$ cat src/rtl/axis_arb_pkg.sv
// rtl/axis_arb_pkg.sv - shared types and constants for the two-source packet arbiter
package axis_arb_pkg;

  typedef enum logic [1:0] {
    IDLE  = 2'd0,
    PASS  = 2'd1,
    TERM  = 2'd2,
    DRAIN = 2'd3
  } arb_state_e;

  localparam logic SRC0 = 1'b0;
  localparam logic SRC1 = 1'b1;

  // Error beat that terminates a stalled packet: empty keep, closes the frame.
  localparam logic ERR_TDATA_BIT = 1'b0;
  localparam logic ERR_TKEEP_BIT = 1'b0;
  localparam logic ERR_TLAST     = 1'b1;

endpackage

$ cat src/rtl/axis_pkt_arbiter_if.sv
// rtl/axis_pkt_arbiter_if.sv - AXI-Stream style link bundle with source and sink views
interface axis_pkt_arbiter_if #(
  parameter int DATA_W = 32
);
  logic                  tvalid;
  logic                  tready;
  logic [DATA_W-1:0]     tdata;
  logic [DATA_W/8-1:0]   tkeep;
  logic                  tlast;

  modport master (output tvalid, output tdata, output tkeep, output tlast, input tready);
  modport slave  (input tvalid, input tdata, input tkeep, input tlast, output tready);
endinterface

$ cat src/rtl/axis_skid_buf.sv
// rtl/axis_skid_buf.sv - two-entry registered slice, one cycle latency, full throughput
module axis_skid_buf #(
  parameter int DATA_W = 32
) (
  input  logic                clk,
  input  logic                rst_n,
  input  logic                s_tvalid,
  output logic                s_tready,
  input  logic [DATA_W-1:0]   s_tdata,
  input  logic [DATA_W/8-1:0] s_tkeep,
  input  logic                s_tlast,
  output logic                m_tvalid,
  input  logic                m_tready,
  output logic [DATA_W-1:0]   m_tdata,
  output logic [DATA_W/8-1:0] m_tkeep,
  output logic                m_tlast
);
  logic                skid_valid;
  logic [DATA_W-1:0]   skid_tdata;
  logic [DATA_W/8-1:0] skid_tkeep;
  logic                skid_tlast;
  logic                push;

  // The skid entry only fills behind a valid head, so it alone marks "full".
  assign s_tready = !skid_valid;
  assign push     = s_tvalid && !skid_valid;

  always_ff @(posedge clk or negedge rst_n) begin
    if (!rst_n) begin
      m_tvalid   <= 1'b0;
      m_tdata    <= '0;
      m_tkeep    <= '0;
      m_tlast    <= 1'b0;
      skid_valid <= 1'b0;
      skid_tdata <= '0;
      skid_tkeep <= '0;
      skid_tlast <= 1'b0;
    end else begin
      if (!m_tvalid || m_tready) begin
        if (skid_valid) begin
          m_tvalid   <= 1'b1;
          m_tdata    <= skid_tdata;
          m_tkeep    <= skid_tkeep;
          m_tlast    <= skid_tlast;
          skid_valid <= 1'b0;
        end else begin
          m_tvalid <= push;
          if (push) begin
            m_tdata <= s_tdata;
            m_tkeep <= s_tkeep;
            m_tlast <= s_tlast;
          end
        end
      end else if (push) begin
        skid_valid <= 1'b1;
        skid_tdata <= s_tdata;
        skid_tkeep <= s_tkeep;
        skid_tlast <= s_tlast;
      end
    end
  end
endmodule

$ cat src/rtl/axis_pkt_arbiter.sv
// rtl/axis_pkt_arbiter.sv - whole-packet arbiter for two streams onto one link
module axis_pkt_arbiter #(
  parameter int DATA_W = 32,
  parameter int TMO_W  = 16,
  parameter int CNT_W  = 16
) (
  input  logic                axis_clk,
  input  logic                rst_n,
  axis_pkt_arbiter_if.slave   s0,
  axis_pkt_arbiter_if.slave   s1,
  axis_pkt_arbiter_if.master  m,
  input  logic                cfg_enable,
  input  logic                cfg_fixed_prio,
  input  logic [TMO_W-1:0]    cfg_timeout,
  output logic                grant_id,
  output logic                busy,
  output logic                tmo_pulse,
  output logic [CNT_W-1:0]    pkt_cnt0,
  output logic [CNT_W-1:0]    pkt_cnt1
);
  import axis_arb_pkg::*;

  localparam int KEEP_W = DATA_W / 8;

  arb_state_e        state, state_nxt;
  logic              rr_prio;
  logic              seen_beat;
  logic [TMO_W-1:0]  wdt;
  logic [TMO_W:0]    wdt_inc;

  logic              winner, grant_start;
  logic              g_valid, g_last, g_ready, accept, tmo_fire, pkt_done;
  logic [DATA_W-1:0] g_tdata;
  logic [KEEP_W-1:0] g_tkeep;

  logic              buf_valid, buf_ready, buf_tlast;
  logic [DATA_W-1:0] buf_tdata;
  logic [KEEP_W-1:0] buf_tkeep;

  always_comb begin
    winner = SRC0;
    if (s0.tvalid && s1.tvalid) winner = cfg_fixed_prio ? SRC0 : rr_prio;
    else if (s1.tvalid)         winner = SRC1;
  end

  assign grant_start = (state == IDLE) && cfg_enable && (s0.tvalid || s1.tvalid);

  assign g_valid = (grant_id == SRC1) ? s1.tvalid : s0.tvalid;
  assign g_last  = (grant_id == SRC1) ? s1.tlast  : s0.tlast;
  assign g_tdata = (grant_id == SRC1) ? s1.tdata  : s0.tdata;
  assign g_tkeep = (grant_id == SRC1) ? s1.tkeep  : s0.tkeep;
  assign accept  = g_valid && g_ready;

  // Stall only counts once the packet has started; a tlast accept can never fire it since it needs !g_valid.
  assign wdt_inc  = {1'b0, wdt} + (TMO_W+1)'(1);
  assign tmo_fire = (state == PASS) && seen_beat && !g_valid &&
                    (cfg_timeout != '0) && (wdt_inc >= {1'b0, cfg_timeout});

  assign pkt_done = ((state == PASS) && accept && g_last) || ((state == TERM) && buf_ready);

  always_ff @(posedge axis_clk or negedge rst_n) begin
    if (!rst_n) state <= IDLE;
    else        state <= state_nxt;
  end

  always_comb begin
    state_nxt = state;
    unique case (state)
      IDLE:  if (grant_start) state_nxt = PASS;
      PASS: begin
        if (accept && g_last) state_nxt = IDLE;
        else if (tmo_fire)    state_nxt = TERM;
      end
      TERM:  if (buf_ready) state_nxt = (accept && g_last) ? IDLE : DRAIN;
      DRAIN: if (accept && g_last) state_nxt = IDLE;
      default: state_nxt = IDLE;
    endcase
  end

  always_comb begin
    g_ready   = 1'b0;
    buf_valid = 1'b0;
    buf_tdata = g_tdata;
    buf_tkeep = g_tkeep;
    buf_tlast = g_last;
    tmo_pulse = 1'b0;
    busy      = (state != IDLE);
    unique case (state)
      PASS: begin
        g_ready   = buf_ready;
        buf_valid = g_valid;
        tmo_pulse = tmo_fire;
      end
      TERM: begin
        g_ready   = buf_ready;
        buf_valid = 1'b1;
        buf_tdata = {DATA_W{ERR_TDATA_BIT}};
        buf_tkeep = {KEEP_W{ERR_TKEEP_BIT}};
        buf_tlast = ERR_TLAST;
      end
      DRAIN:   g_ready = 1'b1;
      default: g_ready = 1'b0;
    endcase
  end

  assign s0.tready = g_ready && (grant_id == SRC0);
  assign s1.tready = g_ready && (grant_id == SRC1);

  always_ff @(posedge axis_clk or negedge rst_n) begin
    if (!rst_n) begin
      grant_id  <= SRC0;
      rr_prio   <= SRC0;
      seen_beat <= 1'b0;
      wdt       <= '0;
      pkt_cnt0  <= '0;
      pkt_cnt1  <= '0;
    end else begin
      if (grant_start) begin
        grant_id  <= winner;
        rr_prio   <= ~winner;
        seen_beat <= 1'b0;
        wdt       <= '0;
      end else if (state == PASS) begin
        if (accept) begin
          seen_beat <= 1'b1;
          wdt       <= '0;
        end else if (seen_beat && !g_valid) begin
          wdt <= wdt_inc[TMO_W-1:0];
        end
      end
      if (pkt_done) begin
        if (grant_id == SRC1) pkt_cnt1 <= pkt_cnt1 + CNT_W'(1);
        else                  pkt_cnt0 <= pkt_cnt0 + CNT_W'(1);
      end
    end
  end

  axis_skid_buf #(.DATA_W(DATA_W)) u_skid (
    .clk      (axis_clk),
    .rst_n    (rst_n),
    .s_tvalid (buf_valid),
    .s_tready (buf_ready),
    .s_tdata  (buf_tdata),
    .s_tkeep  (buf_tkeep),
    .s_tlast  (buf_tlast),
    .m_tvalid (m.tvalid),
    .m_tready (m.tready),
    .m_tdata  (m.tdata),
    .m_tkeep  (m.tkeep),
    .m_tlast  (m.tlast)
  );
endmodule

$ cat src/flat_wrapper.sv
// flat-port wrapper written by rule: the top's interface ports become plain ports
module axis_pkt_arbiter_flat import axis_arb_pkg::*;
#(
  parameter int DATA_W = 32,
  parameter int TMO_W  = 16,
  parameter int CNT_W  = 16
)
  (axis_clk, rst_n, cfg_enable, cfg_fixed_prio, cfg_timeout, grant_id, busy, tmo_pulse, pkt_cnt0, pkt_cnt1, s0_tvalid, s0_tdata, s0_tkeep, s0_tlast, s0_tready, s1_tvalid, s1_tdata, s1_tkeep, s1_tlast, s1_tready, m_tvalid, m_tdata, m_tkeep, m_tlast, m_tready);
  axis_pkt_arbiter_if #(.DATA_W(DATA_W)) s0_i ();
  axis_pkt_arbiter_if #(.DATA_W(DATA_W)) s1_i ();
  axis_pkt_arbiter_if #(.DATA_W(DATA_W)) m_i ();
  input  logic axis_clk;
  input  logic rst_n;
  input  logic cfg_enable;
  input  logic cfg_fixed_prio;
  input  logic [TMO_W-1:0] cfg_timeout;
  output logic grant_id;
  output logic busy;
  output logic tmo_pulse;
  output logic [CNT_W-1:0] pkt_cnt0;
  output logic [CNT_W-1:0] pkt_cnt1;
  input wire logic [$bits(s0_i.tvalid)-1:0] s0_tvalid;
  input wire logic [$bits(s0_i.tdata)-1:0] s0_tdata;
  input wire logic [$bits(s0_i.tkeep)-1:0] s0_tkeep;
  input wire logic [$bits(s0_i.tlast)-1:0] s0_tlast;
  output wire logic [$bits(s0_i.tready)-1:0] s0_tready;
  input wire logic [$bits(s1_i.tvalid)-1:0] s1_tvalid;
  input wire logic [$bits(s1_i.tdata)-1:0] s1_tdata;
  input wire logic [$bits(s1_i.tkeep)-1:0] s1_tkeep;
  input wire logic [$bits(s1_i.tlast)-1:0] s1_tlast;
  output wire logic [$bits(s1_i.tready)-1:0] s1_tready;
  output wire logic [$bits(m_i.tvalid)-1:0] m_tvalid;
  output wire logic [$bits(m_i.tdata)-1:0] m_tdata;
  output wire logic [$bits(m_i.tkeep)-1:0] m_tkeep;
  output wire logic [$bits(m_i.tlast)-1:0] m_tlast;
  input wire logic [$bits(m_i.tready)-1:0] m_tready;
  assign s0_i.tvalid = s0_tvalid;
  assign s0_i.tdata = s0_tdata;
  assign s0_i.tkeep = s0_tkeep;
  assign s0_i.tlast = s0_tlast;
  assign s0_tready = s0_i.tready;
  assign s1_i.tvalid = s1_tvalid;
  assign s1_i.tdata = s1_tdata;
  assign s1_i.tkeep = s1_tkeep;
  assign s1_i.tlast = s1_tlast;
  assign s1_tready = s1_i.tready;
  assign m_tvalid = m_i.tvalid;
  assign m_tdata = m_i.tdata;
  assign m_tkeep = m_i.tkeep;
  assign m_tlast = m_i.tlast;
  assign m_i.tready = m_tready;
  axis_pkt_arbiter #(.DATA_W(DATA_W), .TMO_W(TMO_W), .CNT_W(CNT_W)) u_core (.axis_clk(axis_clk), .rst_n(rst_n), .s0(s0_i), .s1(s1_i), .m(m_i), .cfg_enable(cfg_enable), .cfg_fixed_prio(cfg_fixed_prio), .cfg_timeout(cfg_timeout), .grant_id(grant_id), .busy(busy), .tmo_pulse(tmo_pulse), .pkt_cnt0(pkt_cnt0), .pkt_cnt1(pkt_cnt1));
endmodule
$ cat config.mk
export PLATFORM = sky130hd
export DESIGN_NAME = axis_pkt_arbiter_flat
export DESIGN_NICKNAME = d
export VERILOG_FILES = /design/src/rtl/axis_arb_pkg.sv /design/src/rtl/axis_pkt_arbiter_if.sv /design/src/rtl/axis_skid_buf.sv /design/src/rtl/axis_pkt_arbiter.sv /design/src/flat_wrapper.sv
export SDC_FILE = /design/constraint.sdc
export NUM_CORES = 1
export LEC_CHECK = 0
export ABC_AREA = 1
export CAP_MARGIN = 20
export CORE_MARGIN = 4
export CORE_UTILIZATION = 47
export DETAILED_ROUTE_END_ITERATION = 16
export PLACE_DENSITY_LB_ADDON = 0.1
export SETUP_SLACK_MARGIN = 0.3
export SYNTH_ARGS = -nofsm -noshare
export SYNTH_HDL_FRONTEND = slang
export SYNTH_SLANG_ARGS = --single-unit
$ cat constraint.sdc
create_clock -name axis_clk -period 6.15 [get_ports axis_clk]
set_input_delay 0.615 -clock axis_clk [delete_from_list [all_inputs] [get_ports axis_clk]]
set_output_delay 0.615 -clock axis_clk [all_outputs]
set_load 0.005 [all_outputs]
### Word-level counts from Yosys, hierarchy flattened

Cells that the tools add are included.

| cells by class | value |
|---|---|
| shift operators | 0 |
| muxes and demuxes | 36 |
| eq/ne operators | 7 |
| add/sub/neg operators | 3 |
| order comparisons | 1 |
| bitwise logic cells | 3 |
| div/mod/pow operators | 0 |
| multipliers | 0 |
| reduce and logical (&&, ||, !) cells | 38 |

Operators with widths:

| kind | count |
|---|---|
| 2-to-1 mux 32 bit | 4 |
| 2-to-1 mux 16 bit | 4 |
| adder 16 x 1 -> 16 bit, second input constant | 2 |
| adder 16 x 1 -> 17 bit, second input constant | 1 |
| greater-or-equal comparator 17 x 16 -> 1 bit | 1 |
| logical AND 1 bit | 16 |
| 2-to-1 mux 4 bit | 4 |
| nonzero test 16 bit | 1 |
| 2-to-1 mux 1 bit | 15 |
| 2-to-1 mux 2 bit | 6 |
| AND reduction 2 bit | 6 |
| nonzero test 2 bit | 5 |
| case mux 2 bit (4 select lines) | 1 |
| == test 2 bit, second input constant | 2 |
| inequality test 2 x 1 -> 1 bit, second input constant | 2 |
| case mux 1 bit (2 select lines) | 2 |
| AND reduction 4 bit | 1 |
| zero test 1 bit | 3 |
| logical OR 1 bit | 3 |
| inequality test 3 x 2 -> 1 bit, second input constant | 1 |
| NOT 1 bit | 3 |
| nonzero test 3 bit | 1 |
| == test 2 x 1 -> 1 bit, second input constant | 1 |
| zero test 2 bit | 1 |
| 2 further kinds | 2 |

| storage, ports and cells | value |
|---|---|
| memories | 0 |
| logic and storage cells | 103 |
| register bits after elaboration | 129 |
| ROM bits | 0 |
| memory bits (writable) | 0 |
| bits in latches | 0 |
| input bits | 97 |

### Longest topological paths before layout

Gate-level depths: netlist of the first run.

| logic depth | value |
|---|---|
| depth after elaboration | 8 |
| mapped depth | 20 |
| mapped depth without buffers | 20 |

### Modules after synthesis

A second synthesis of the first run with hierarchy kept.

| second synthesis, totals | value |
|---|---|
| cell total of the unflattened synthesis | 1,061 |
| area, all modules | 7,536.0 sq um |

Modules (own cells, without submodules):

| module | area each (sq um) | sequential area each (sq um) | cells each | times used |
|---|---|---|---|---|
| axis_pkt_arbiter | 4,113.9 | 1,326.3 | 613 | 1 |
| axis_skid_buf | 3,422.0 | 1,901.8 | 448 | 1 |

### Worst setup path before layout of the first run

Ideal clock, no wire load.

| timing path | value |
|---|---|
| path kind | register -> output |
| start | register u_core.wdt[0] |
| end | output tmo_pulse |
| data arrival time | 2,291 ps |
| path slack | 3,244 ps |
| cell stages (with the launch flop) | 17 |
| data required time | 5,535 ps |
| cell sequence | dfrtp_1 ha_1 nand2_1 nor3_2 inv_1 nor2_1 nand3_1 xor2_1 inv_1 ha_1 a21o_1 a21oi_1 nand2_1 a21oi_1 nand2_1 nand2_1 inv_1 |

| on the way | value |
|---|---|
| word-level cells in the longest chain between the ends | 4 |

Ends and longest elaborated chain:

| item | line | RTL |
|---|---|---|
| from (decl) | axis_pkt_arbiter.sv:28 | `logic [TMO_W-1:0] wdt;` |
| from (signal assigned) | axis_pkt_arbiter.sv:128 | `wdt <= wdt_inc[TMO_W-1:0];` |
| adder 16 x 1 -> 17 bit | axis_pkt_arbiter.sv:55 | `assign wdt_inc = {1'b0, wdt} + (TMO_W+1)'(1);` |
| greater-or-equal comparator 17 x 16 -> 1 bit | axis_pkt_arbiter.sv:57 | `(cfg_timeout != '0) && (wdt_inc >= {1'b0, cfg_timeout});` |
| logical AND 1 bit | axis_pkt_arbiter.sv:57 |  |
| 2-to-1 mux 1 bit | axis_pkt_arbiter.sv:88 | `unique case (state)` |
| to (decl) | flat_wrapper.sv:19 | `output logic tmo_pulse;` |

Every way passes these cells.

### Worst setup path in the final report of the first run

Ends and elaborated chain as after synthesis.

==> flow_metrics.tcl, run 1 <==
set metrics [dict create \
    core_area_mm2 0.0146 \
    final_area_mm2 0.00956 \
    drive_above_1_share 0.0517 \
    grt_pass1_vias 5932 \
    synthCells 932 \
    endpoint_kind "output pin" \
    cp_common_cell "nand2_1" \
    die_w_um 131 \
    clockPowerShare 0.271 \
    final_core_util 0.653 \
    nNetsFinal 1211 \
    timing.rr.end "u_core.state[1]" \
    rows 44 \
    cts_resized 0 \
    cellPowerDensity_mw_per_mm2 409 \
    place_area_mm2 0.00889 \
    cp.arrival_ps 3500 \
    p_total_mw 3.91 \
    grt.overflow.total 0 \
    setup.worst_path.class "reg -> out" \
    mappedNetlistArea_mm2 0.00710 \
    synth_cell_types 31 \
    ys_seq_elements 129 \
    synth_edf_count 0 \
    wl_per_cell_um 13.9 \
    via_per_inst 4.98 \
    switching_share 0.357 \
    port_buffers 171 \
    avgSynthCellArea_um2 7.62 \
    drt_drc_violations_left 0 \
    path_cells "ha_1, nand2_1, nor3_2, inv_1, nor2_1, nand3_1, xor2_1, inv_1, ha_1, nand2_1, nor2_1, nand2_1, o21ai_0, a21oi_1, nand2_1, nand2_1, inv_1, clkdlybuf4s50_1" \
    syn_to_final_growth_pct 34.6 \
    antenna_cells 0 \
    intPower_mw 2.51 \
    rsz0062_at_grt "false" \
    path_max_fanout 5 \
    numCtsBuffers 17 \
    grt_max_degree 83 \
    cp-start-kind "register" \
    grtUsageTotal 0.212 \
    power_switching_mw 1.40 \
    drt-total-wl_um 17900 \
    clock-root-buffer "clkbuf_16" \
    synth_seq_area_share 0.454 \
    pin_count 172 \
    finalSetupViolations 0 \
    instances_no_fill 1287 \
    reg2reg_from "u_core.wdt[0]" \
    antenna_found_initial 0 \
    r2r_cells 19 \
    syn_nets 1053 \
    worst_pin_slew_ps 769 \
    post_cts.repair.setup_buffers 0 \
    first_pass_iters 5 \
    ys_async_sr_fraction 1.00 \
    fp.dieH_um 131 \
    floorplan.initialDensity 0.485 \
    clkLatencyLatePin_ps 410 \
    yosys.area.top_type_share 0.454 \
    mostFrequentLayoutCell "nand2_1" \
    synth.area.top_cells "dfrtp_1 45%, nand2_1 12%, o21ai_0 7.5%" \
    p_comb_frac 0.392 \
    required_ps 5530 \
    ant_nets 0 \
    slew_headroom 0.487 \
    hold_violations 0 \
    skew_ps 7.13 \
    vias 6413 \
    cts_max_path_buffers 2 \
    grt_pass1_wl_um 29000 \
    hold_buffers 0 \
    dp_hpwl_um 12800 \
    fin_crit_ps 4120 \
    htreeDepth 4 \
    clkSinkCount 129 \
    max_cap_viol_count 0 \
    seqPwrFrac 0.337 \
    yosysWarnings 0 \
    p_leak_nw 4.51 \
    seq_area_mm2 0.00323 \
    fmax_mhz 243 \
    setup_tns_ps 0 \
    max_stage_delay_ps 490 \
    fillerInstances 1288 \
    rrSetupSlack_ps 3210 \
    place_congestion 0.832 \
    drtIter0Drc 374 \
    clk_pin_slew_ps 60 \
    fin_crit_sh 0.669 \
    cts_tree "done" \
    min_path_type "in -> async" \
    finalMaxSlewViolations 0 \
    fp.dieArea_mm2 0.0171 \
    crit_path_top_delay_cell "clkdlybuf4s50_1" \
    yosysTopAreaCell "dfrtp_1" \
    final_cell_mix "236 x nand2_1, 170 x clkdlybuf4s50_1, 129 x dfrtp_1, 113 x nor2_1, 107 x o21ai_0" \
    multiInputGateArea_mm2 0.00333 \
    synth_ff_type "dfrtp_1" \
    peakVddDrop_mv 0.281 \
    status "complete, no violations" \
    placed_cells 1253 \
]
-- cell usage after synthesis (2+ instances only) --
cell / n
a21o_1: 2
a21oi_1: 9
a31oi_1: 2
buf_1: 6
buf_2: 16
buf_4: 3
buf_6: 2
clkbuf_1: 12
dfrtp_1: 129
ha_1: 24
inv_1: 86
inv_2: 7
nand2_1: 236
nand2_2: 2
nand3_1: 24
nand3b_1: 2
nand4_1: 6
nor2_1: 113
nor2_2: 4
nor3_1: 12
nor3_2: 3
nor4_1: 8
o21ai_0: 107
o21ai_1: 63
o22ai_1: 10
xnor2_1: 13
xor2_1: 27
-- how the worst max path moves through the flow --
stage	startpoint	endpoint	depth (start not counted)
floorplan	u_core.wdt[0]	tmo_pulse	16
global route	u_core.wdt[0]	tmo_pulse	18
CTS	u_core.wdt[0]	tmo_pulse	18
finish	u_core.wdt[0]	tmo_pulse	18
detailed placement	u_core.wdt[0]	tmo_pulse	18
global placement	u_core.wdt[0]	tmo_pulse	18
-- kinds of logic (layout without fill, tap and decap cells) --
kind of cell | Yosys count | in the layout | synth area share
AND/OR/NAND/NOR | 412 | 412 | 0.236
AO/OA/AOI/OAI | 195 | 195 | 0.142
buffers and inverters | 132 | 303 | 0.0763
flip-flops | 129 | 129 | 0.454
XOR/XNOR | 40 | 40 | 0.0493
adder cells (fa/ha/maj) | 24 | 24 | 0.0423
-- per-stage QoR --
step,hold WS [ps],setup slack [ps]
floorplan,319,3240
global placement,467,2540
detailed placement,472,2460
CTS,274,2000
global route,292,1640
finish,219,2030
-- routing by layer --
metal,wire length (um),up-vias,GRT usage
met5,0,-,0
met4,272,0,0.0641
met3,924,21,0.0484
met2,8470,168,0.346
li1,-,3325,-
met1,8240,2899,0.283
-- critical path, delay by kind of cell, from the launching register on --
kind	cells	cell delay [ps]
AOI/OAI and AO/OA	2	220
xor gates and xnor gates	1	190
adders and majority gates	2	480
buffers and inverters	4	680
DFF	1	400
and+or+nand+nor	9	1100
-- sequential cells by signal, summed over array words and instances, names as in the netlist --
register and flops:
u_core.u_skid.skid_tlast 1, u_core.u_skid.m_tvalid 1, u_core.pkt_cnt1 16, u_core.seen_beat 1, u_core.u_skid.m_tkeep 4, u_core.u_skid.skid_valid 1
u_core.grant_id 1, u_core.u_skid.m_tlast 1, u_core.wdt 16, u_core.state 2, u_core.u_skid.skid_tkeep 4, u_core.rr_prio 1
u_core.pkt_cnt0 16, u_core.u_skid.skid_tdata 32, u_core.u_skid.m_tdata 32
-- cell type report --
| type | count | area share |
|---|---|---|
| multi-input combinational | 671 | 0.349 |
| sequential | 129 | 0.338 |
| timing repair buffer | 178 | 0.187 |
| clock buffer | 19 | 0.0463 |
| inverter | 93 | 0.0365 |
| tap | 184 | 0.0241 |
| clock inverter | 13 | 0.0195 |
-- power by group through the flow --
stage / combinational [mW] / sequential (mW) / clock, mW
floorplan: 0.881 / 1.30 / 0
global placement: 1.50 / 1.32 / 0
detailed placement: 1.53 / 1.33 / 0
CTS: 1.54 / 1.32 / 1.08
global route: 1.76 / 1.36 / 1.12
finish: 1.53 / 1.32 / 1.06
Note: power is estimated with default switching activity, not from simulation.
==> inputs of run 2 (changes only) <==
--- a/config.mk
+++ b/config.mk
@@ -8,7 +8,7 @@
 export ABC_AREA = 1
 export CAP_MARGIN = 20
 export CORE_MARGIN = 4
-export CORE_UTILIZATION = 47
+export CORE_UTILIZATION = 45
 export DETAILED_ROUTE_END_ITERATION = 16
 export PLACE_DENSITY_LB_ADDON = 0.1
 export SETUP_SLACK_MARGIN = 0.3
==> constraint.sdc (replaced) <==
create_clock -name axis_clk -period 3.4 [get_ports axis_clk]
set_input_delay 0.34 -clock axis_clk [delete_from_list [all_inputs] [get_ports axis_clk]]
set_output_delay 0.34 -clock axis_clk [all_outputs]
set_load 0.005 [all_outputs]
==> flow_metrics.tcl, run 2 (synthesis gave the netlist of run 1 again) <==
set metrics [dict create \
    status "complete, no violations" \
    final_cell_mix "229 x nand2_1, 169 x clkdlybuf4s50_1, 129 x dfrtp_1, 111 x nor2_1, 105 x o21ai_0" \
    cellPowerDensity_mw_per_mm2 706 \
    drive_above_1_share 0.0822 \
    pin_count 172 \
    cts_max_path_buffers 2 \
    cp.arrival_ps 2890 \
    grt_pass1_wl_um 29600 \
    fillerInstances 1323 \
    rsz0062_at_grt "true" \
    cp-start-kind "register" \
    antenna_found_initial 0 \
    worst_pin_slew_ps 662 \
    fp.dieH_um 134 \
    drt_drc_violations_left 0 \
    grt_max_degree 76 \
    die_w_um 134 \
    required_ps 3060 \
    placed_cells 1282 \
    finalMaxSlewViolations 0 \
    clock-root-buffer "clkbuf_16" \
    dp_hpwl_um 12800 \
    ant_nets 0 \
    p_leak_nw 4.64 \
    fmax_mhz 310 \
    reg_top3 "u_core.u_skid.m_tdata (32), u_core.u_skid.skid_tdata (32)" \
    antenna_cells 0 \
    multiInputGateArea_mm2 0.00347 \
    reg2reg_from "u_core.wdt[2]" \
    floorplan.initialDensity 0.464 \
    fin_crit_sh 0.950 \
    clkLatencyLatePin_ps 410 \
    vias 6494 \
    instances_no_fill 1330 \
    finalSetupViolations 0 \
    rrSetupSlack_ps 190 \
    path_max_fanout 4 \
    skew_ps 12.8 \
    hold_violations 0 \
    max_cap_viol_count 0 \
    place_congestion 0.894 \
    cts_tree "done" \
    via_per_inst 4.88 \
    slew_headroom 0.558 \
    syn_to_final_growth_pct 38.5 \
    drt-total-wl_um 18100 \
    setup.worst_path.class "reg -> out" \
    endpoint_kind "output pin" \
    fp.dieArea_mm2 0.0179 \
    core_area_mm2 0.0153 \
    grtUsageTotal 0.204 \
    fin_crit_ps 3230 \
    drtIter0Drc 332 \
    seq_area_mm2 0.00323 \
    nNetsFinal 1227 \
    grt.overflow.total 0 \
    r2r_cells 25 \
    wl_per_cell_um 13.6 \
    rows 45 \
    first_pass_iters 5 \
    clk_pin_slew_ps 60 \
    timing.rr.end "u_core.state[1]" \
    grt_pass1_vias 6089 \
    peakVddDrop_mv 0.381 \
    clkSinkCount 129 \
    p_total_mw 6.95 \
    port_buffers 171 \
    numCtsBuffers 17 \
    min_path_type "in -> async" \
    htreeDepth 4 \
    mostFrequentLayoutCell "nand2_1" \
]
[run 2: worst max path at each step]
| stage | from | end | slack (ps) | depth (start not counted) |
|---|---|---|---|---|
| 3_3_place_gp | u_core.wdt[0] | tmo_pulse | 220 | 17 |
| 5_1_grt | u_core.wdt[2] | u_core.state[1] | -90 | 25 |
| 6_report | u_core.wdt[2] | tmo_pulse | 170 | 16 |
| 2_1_floorplan | u_core.wdt[0] | tmo_pulse | 770 | 16 |
| 3_5_place_dp | u_core.wdt[0] | tmo_pulse | 120 | 18 |
| 4_1_cts | u_core.wdt[0] | tmo_pulse | 230 | 17 |
[run 2: what timing repair did]
item	CTS	global route
endpoints found under the hold margin	62	0
pin swaps	17	13
hold buffers	1	0
resized for setup	24	14
endpoints found under the setup margin	1	3
setup buffers	11	3
[run 2: area by class of cell]
cell class                 count  share of cell area
multi-input combinational    671               0.353
sequential                   129               0.328
timing repair buffer         194               0.197
clock buffer                  23              0.0486
inverter                      93              0.0355
tap                          211              0.0268
clock inverter                 9              0.0108
[run 2: metal layers]
metal / vias to the layer above / global-route usage / part of all wire
met5: - / 0 / 0
met4: 0 / 0.0520 / 0.011
met3: 13 / 0.0521 / 0.057
met2: 151 / 0.342 / 0.48
met1: 2974 / 0.265 / 0.45
li1: 3356 / - / -
[run 2: worst max-delay path, cell delays in order, from the launching register on]
cell,delay [ps]
dfrtp_1,420
nand3_2,140
nor3_4,280
nand4_1,190
nor2_1,150
nor2_1,60
nor2_1,180
inv_1,110
ha_4,160
a21o_1,160
a21oi_1,140
nand2_1,80
a21oi_2,120
nand2_2,80
nand2_2,70
inv_1,40
buf_2,110
[run 2: power breakdown]
part | switching (mW) | internal (mW)
registers | 0.363 | 2.04
logic | 1.48 | 1.28
clock network | 0.653 | 1.13
total | 2.49 | 4.46
[run 2: per-stage QoR]
step / util / hold slack [ps] / setup slack (ps) / cell area, um2 / setup TNS [ps]
after detailed placement: 0.585 / 362 / 116 / 8970 / 0
after global placement: 0.585 / 361 / 223 / 8970 / 0
after CTS: 0.635 / 486 / 227 / 9730 / 0
after floorplan: - / 44.4 / 769 / 7100 / 0
final: 0.642 / 467 / 170 / 9840 / 0
after global routing: 0.642 / 501 / -88.1 / 9840 / -225
==> inputs of run 3 (changes only) <==
--- a/config.mk
+++ b/config.mk
@@ -5,7 +5,6 @@
 export SDC_FILE = /design/constraint.sdc
 export NUM_CORES = 1
 export LEC_CHECK = 0
-export ABC_AREA = 1
 export CAP_MARGIN = 20
 export CORE_MARGIN = 4
 export CORE_UTILIZATION = 45
@@ -15,3 +14,4 @@
 export SYNTH_ARGS = -nofsm -noshare
 export SYNTH_HDL_FRONTEND = slang
 export SYNTH_SLANG_ARGS = --single-unit
+export TNS_END_PERCENT = 20
==> flow_metrics.tcl, run 3 <==
set metrics [dict create \
    final_core_util 0.657 \
    drive_above_1_share 0.167 \
    fp.dieArea_mm2 0.0175 \
    rsz0062_at_grt "true" \
    yosys.area.top_type_share 0.464 \
    grt_pass1_wl_um 30100 \
    final_area_mm2 0.00999 \
    fin_ws_ps -243 \
    die_w_um 132 \
    cellPowerDensity_mw_per_mm2 662 \
    mappedNetlistArea_mm2 0.00696 \
    grt_pass1_vias 6273 \
    grt.overflow.total 0 \
    finalSetupViolations 3 \
    p_total_mw 6.61 \
    r2r_cells 21 \
    avgSynthCellArea_um2 9.76 \
    fmax_mhz 274 \
    numCtsBuffers 17 \
    yosysTopAreaCell "dfrtp_1" \
    vias 6109 \
    finalMaxSlewViolations 0 \
    wl_per_cell_um 16.6 \
    synth.most_common_cell "dfrtp_1" \
    synth.area.top_cells "dfrtp_1 46%, mux2_2 6.3%, mux2i_1 5.6%" \
    reg2reg_from "u_core.wdt[3]" \
    drt-total-wl_um 18500 \
    path_cells "and2_4, nand3_4, nor2_4, nand3_2, xnor2_2, ha_1, nand4_1, or4_4, a31oi_4, buf_6, buf_6, buf_6, buf_6, buf_6, buf_6, buf_6, buf_6, buf_6, a2111o_1, nand3_2, a22o_1" \
    pin_count 172 \
    grt_max_degree 80 \
    cp_common_cell "buf_6" \
    max_stage_delay_ps 560 \
    cp.arrival_ps 3940 \
    clock-root-buffer "clkbuf_16" \
    max_cap_viol_count 0 \
    synth_cell_types 49 \
    clk_pin_slew_ps 60 \
    critPathCapture "u_core.state[1]" \
    slew_headroom 0.459 \
    reg_top3 "u_core.u_skid.m_tdata (32), u_core.u_skid.skid_tdata (32)" \
    synth_edf_count 0 \
    first_pass_iters 5 \
    antenna_cells 0 \
    crit_family "simple AND/OR/NAND/NOR gates" \
    fin_crit_ps 3640 \
    nNetsFinal 1037 \
    synth_common_cells "129 x dfrtp_1, 61 x nor2_1, 59 x nand2_1" \
    cts_max_path_buffers 2 \
    yosysWarnings 0 \
    hold_ws_ps 466 \
    violations "setup timing" \
    place_area_mm2 0.00894 \
    peakVddDrop_mv 0.375 \
    clkSinkCount 129 \
    fin_crit_sh 1.07 \
    dp_hpwl_um 12500 \
    clkLatencyLatePin_ps 410 \
    cp.depth 21 \
    crit_path_top_delay_cell "or4_4" \
    endpoint_kind "register" \
    synth_seq_area_share 0.464 \
    rrSetupSlack_ps -240 \
    worst_pin_slew_ps 811 \
    status "finished with violations" \
    cp-start-kind "register" \
    rows 45 \
    p_leak_nw 4.62 \
    port_buffers 171 \
    drt_drc_violations_left 0 \
    ys_seq_elements 129 \
    min_path_type "reg -> reg" \
    ys_async_sr_fraction 1.00 \
    synth_ff_type "dfrtp_1" \
    syn_nets 834 \
    cp-startpoint "u_core.wdt[3]" \
    ant_nets 0 \
    cp_num_buf_inv 9 \
    via_per_inst 5.47 \
    cts_tree "done" \
    timing.rr.end "u_core.state[1]" \
    required_ps 3700 \
    core_area_mm2 0.0152 \
    synthCells 713 \
    final_cell_mix "169 x clkdlybuf4s50_1, 124 x dfrtp_1, 58 x nor2_1, 56 x nand2_1, 52 x o21ai_0" \
    drtIter0Drc 380 \
    grtUsageTotal 0.209 \
    htreeDepth 4 \
    fp.dieH_um 132 \
    setup.worst_path.class "reg -> reg" \
    floorplan.initialDensity 0.458 \
    skew_ps 6.17 \
    mostFrequentLayoutCell "clkdlybuf4s50_1" \
    place_congestion 0.886 \
    syn_to_final_growth_pct 43.6 \
    path_max_fanout 3 \
    antenna_found_initial 0 \
    hold_violations 0 \
]
## run 3: cell types whose count changed after synthesis, sizes merged, moves of 39 or more
cell	before	now
inv	93	29
nand2	238	59
o21ai	170	53
a21oi	9	49
mux2	0	39
nor2	118	61
mux2i	0	39
## run 3: report_power, final
part | switching, mW | leakage (nW) | internal (mW)
sequential | 0.321 | 1.68 | 2.02
clock | 0.692 | 0.304 | 1.25
combinational | 1.10 | 2.64 | 1.23
## run 3: how the worst min path moves through the flow
stage / from / to / slack [ps] / cells after the start
2_1_floorplan: rst_n / u_core.grant_id / 40 / 0
3_3_place_gp: rst_n / u_core.wdt[12] / 410 / 1
3_5_place_dp: rst_n / u_core.wdt[12] / 410 / 1
4_1_cts: u_core.pkt_cnt1[15] / u_core.pkt_cnt1[15] / 470 / 1
5_1_grt: u_core.pkt_cnt1[15] / u_core.pkt_cnt1[15] / 480 / 1
6_report: u_core.pkt_cnt0[15] / u_core.pkt_cnt0[15] / 470 / 1
## run 3: layout make-up
| cell class | instances | area [um2] |
|---|---|---|
| Tap cell | 188 | 235 |
| Clock inverter | 12 | 181 |
| Clock buffer | 19 | 443 |
| Timing Repair Buffer | 222 | 2160 |
| Fill cell | 1184 | 5210 |
| Multi-Input combinational cell | 517 | 3630 |
| Inverter | 29 | 109 |
| Sequential cell | 129 | 3230 |
## run 3: logic make-up (layout without fill, tap and decap cells)
family	after synthesis	after routing	synth area share
buffers and inverters	67	282	0.0383
flip-flops	129	129	0.464
AND/OR/NAND/NOR	235	235	0.162
XOR/XNOR	44	44	0.0554
AO/OA/AOI/OAI	136	136	0.118
multiplexers	78	78	0.119
adder cells (fa/ha/maj)	24	24	0.0432
## run 3: metrics by stage
stage               setup TNS [ps]  setup slack, ps  cells
finish                        -686             -243   1116
global route                 -1120             -388   1116
CTS                           -399             -160   1112
detailed placement           -64.2            -64.2   1053
global placement                 0             79.9   1053
floorplan                        0              516    713
## run 3: what timing repair did
action | CTS | global route
hold buffers | 1 | 0
resized for setup | 30 | 14
endpoints found under the hold margin | 61 | 0
setup endpoints to repair | 2 | 3
setup buffers | 27 | 4
pin swaps | 23 | 11
## run 3: metal layers
layer  track usage  share of wire
met4        0.0768          0.024
met5             0              0
met2         0.351           0.49
met1         0.261           0.42
met3        0.0523          0.060
==> edit (settings of run 2) <==
The 4 states of `arb_state_e` get a one-hot encoding in 4 bits.
--- a/src/rtl/axis_arb_pkg.sv
+++ b/src/rtl/axis_arb_pkg.sv
@@ -1,11 +1,11 @@
 // rtl/axis_arb_pkg.sv - shared types and constants for the two-source packet arbiter
 package axis_arb_pkg;
 
-  typedef enum logic [1:0] {
-    IDLE  = 2'd0,
-    PASS  = 2'd1,
-    TERM  = 2'd2,
-    DRAIN = 2'd3
+  typedef enum logic [3:0] {
+    IDLE  = 4'b0001,
+    PASS  = 4'b0010,
+    TERM  = 4'b0100,
+    DRAIN = 4'b1000
   } arb_state_e;
 
   localparam logic SRC0 = 1'b0;
Behaviour: no difference found for any inputs over 4 cycles, from zero or initial values and one cycle with rst_n low; so few cycles prove little.
==> edit against run 2 <==
The flow now finishes with violations (hold timing). Critical path depth is 1 higher. Clock power rose by 8%. Via count rose by 6.9%. Routed wire length up 6.1%. Count of clock-buffer cells in the layout down 3. Sequential share of layout area is 0.68 points lower. Total power down 11%. Global-route usage increased by 0.15 points. Final area grew 3.8%. Setup slack better by 140 ps. Sequential cell count increased by 2. Die area grew 5.9%. First-iteration DRC count up 19%. Area after synthesis up 6.3%. Critical endpoint unchanged.
==> edit: results (changes against run 2) <==
* Clock Skew at 7.22 ps (-5.55 ps)
* Post-synth top cells: 411 x nand2_1, 130 x dfrtp_1, 98 x inv_1
* Final wirelength at 19300 um (+6.1%)
* Crit Reg-Reg Startpoint: u_core.wdt[1]
* Syn nets at 1137 (+8.0%)
* Fraction of layout cells with a size suffix above 1 at 0.0983 (+0.0161)
* Htree depth at 4 (unchanged)
* Detailed-placement wirelength estimate at 13100 um (+2.4%)
* Grt met3 use at 0.0584 (+0.00632)
* Fin Hold WS at -22.6 ps (-490 ps)
* Filler cells at 1521 (+15%)
* Violated checks: hold timing
* GRT Total Usage at 0.206 (+0.00155)
* GR Layer Usage met2 at 0.319 (-0.0228)
* CP max FO at 3 (-1)
* Number of global-route vias before repair at 6429 (+5.6%)
* Top delay family on crit path: simple AND/OR/NAND/NOR gates
* Hold Crit Class: in2async
* Data arrival, critical path at 2750 ps (-140 ps)
* Library cells used by synthesis at 35 (+13%)
* Syn_area_per_cell at 7.40 um2 (-2.9%)
* Place WS at 69.2 ps (-47.3 ps)
* First-pass GRT wire length at 31000 um (+4.8%)
* Drt initial violations at 394 (+19%)
* Status: finished with violations
* Layout Nets at 1306 (+6.4%)
* Switching power at 1.97 mW (-21%)
* Seq/Total Area, Yosys at 0.434 (-0.0202)
* VDD IR-drop max at 0.000365 V (-4.2%)
* R2r worst-path depth at 21 (-16%)
* Top cells by area, synth: dfrtp_1 43%, nand2_1 20%, o21ai_0 5.9%
* Largest net degree at the start of global routing at 88 (+16%)
* Via count at 6939 (+6.9%)
* Final std cells w/o fill at 1420 (+6.8%)
* Placer Congestion at 0.851 (-4.8%)
* Tightest Pin Transition at 908 ps (+246 ps)
* Met1 usage in global routing at 0.278 (+0.0124)
* Final Hold Viols at 4 (+4)
* Leak at 5.23 nW (+13%)
edit: timing repair:
action | CTS | global route
hold endpoints to repair | 0 | 0
setup endpoints to repair | 1 | 1
pin swaps | 13 | 11
resized for setup | 19 | 9
setup buffers | 6 | 3
gates cloned | 0 | 0
edit: through the flow:
step                      instance area (um2)   util
after global placement                   9430  0.571
after CTS                               10200  0.615
after detailed placement                 9430  0.571
after floorplan                          7550      -
final                                   10200  0.618
after global routing                    10200  0.618
edit: area by class of cell:
type                    instances  share of cell area
multi-input cells             744               0.367
flip-flops and latches        131               0.321
clock buffers                  20              0.0457
repair buffers                196               0.187
well taps                     220              0.0269
clock inverters                 9              0.0152
inverters                     100              0.0367
edit: layer usage:
| metal | vias up | part of all wire |
|---|---|---|
| met3 | 27 | 0.064 |
| met5 | - | 0 |
| li1 | 3582 | - |
| met1 | 3155 | 0.47 |
| met2 | 175 | 0.45 |
| met4 | 0 | 0.018 |
edit: path summary, 6_finish.rpt:
| kind | slack, ps | to |
|---|---|---|
| min in group axis_clk | 480 | u_core.u_skid.skid_tdata[5] |
| hold / removal | -20 | u_core.wdt[14] |
| setup / recovery | 310 | tmo_pulse |
| hold reg to reg | 480 | u_core.u_skid.skid_tdata[5] |
| max in group asynchronous | 2660 | u_core.u_skid.skid_tdata[28] |
| setup reg to reg | 590 | u_core.state[0] |
edit: cell families (layout without fill, tap and decap cells):
logic type / Yosys count / count (layout) / synth area share
AND/OR/NAND/NOR: 537 / 537 / 0.288
AO/OA/AOI/OAI: 149 / 149 / 0.119
buffers and inverters: 146 / 325 / 0.0822
flip-flops: 131 / 131 / 0.434
XOR/XNOR: 38 / 38 / 0.0441
adder cells (fa/ha/maj): 19 / 19 / 0.0315
multiplexers: 1 / 1 / 0.00133
edit: power by group through the flow:
stage	registers, mW	logic [mW]	clock network, mW
floorplan	2.25	1.09	0
global placement	2.28	1.95	0
detailed placement	2.29	1.97	0
CTS	2.28	1.99	1.97
global route	2.33	2.24	2.04
finish	2.28	1.96	1.94
edit: worst reg2reg max path, delay by kind of cell, from the launching register on:
family                     cells  cell delay [ps]
adders and majority gates      1              290
buffers and inverters          4              440
DFF                            1              420
and+or+nand+nor               16             1600
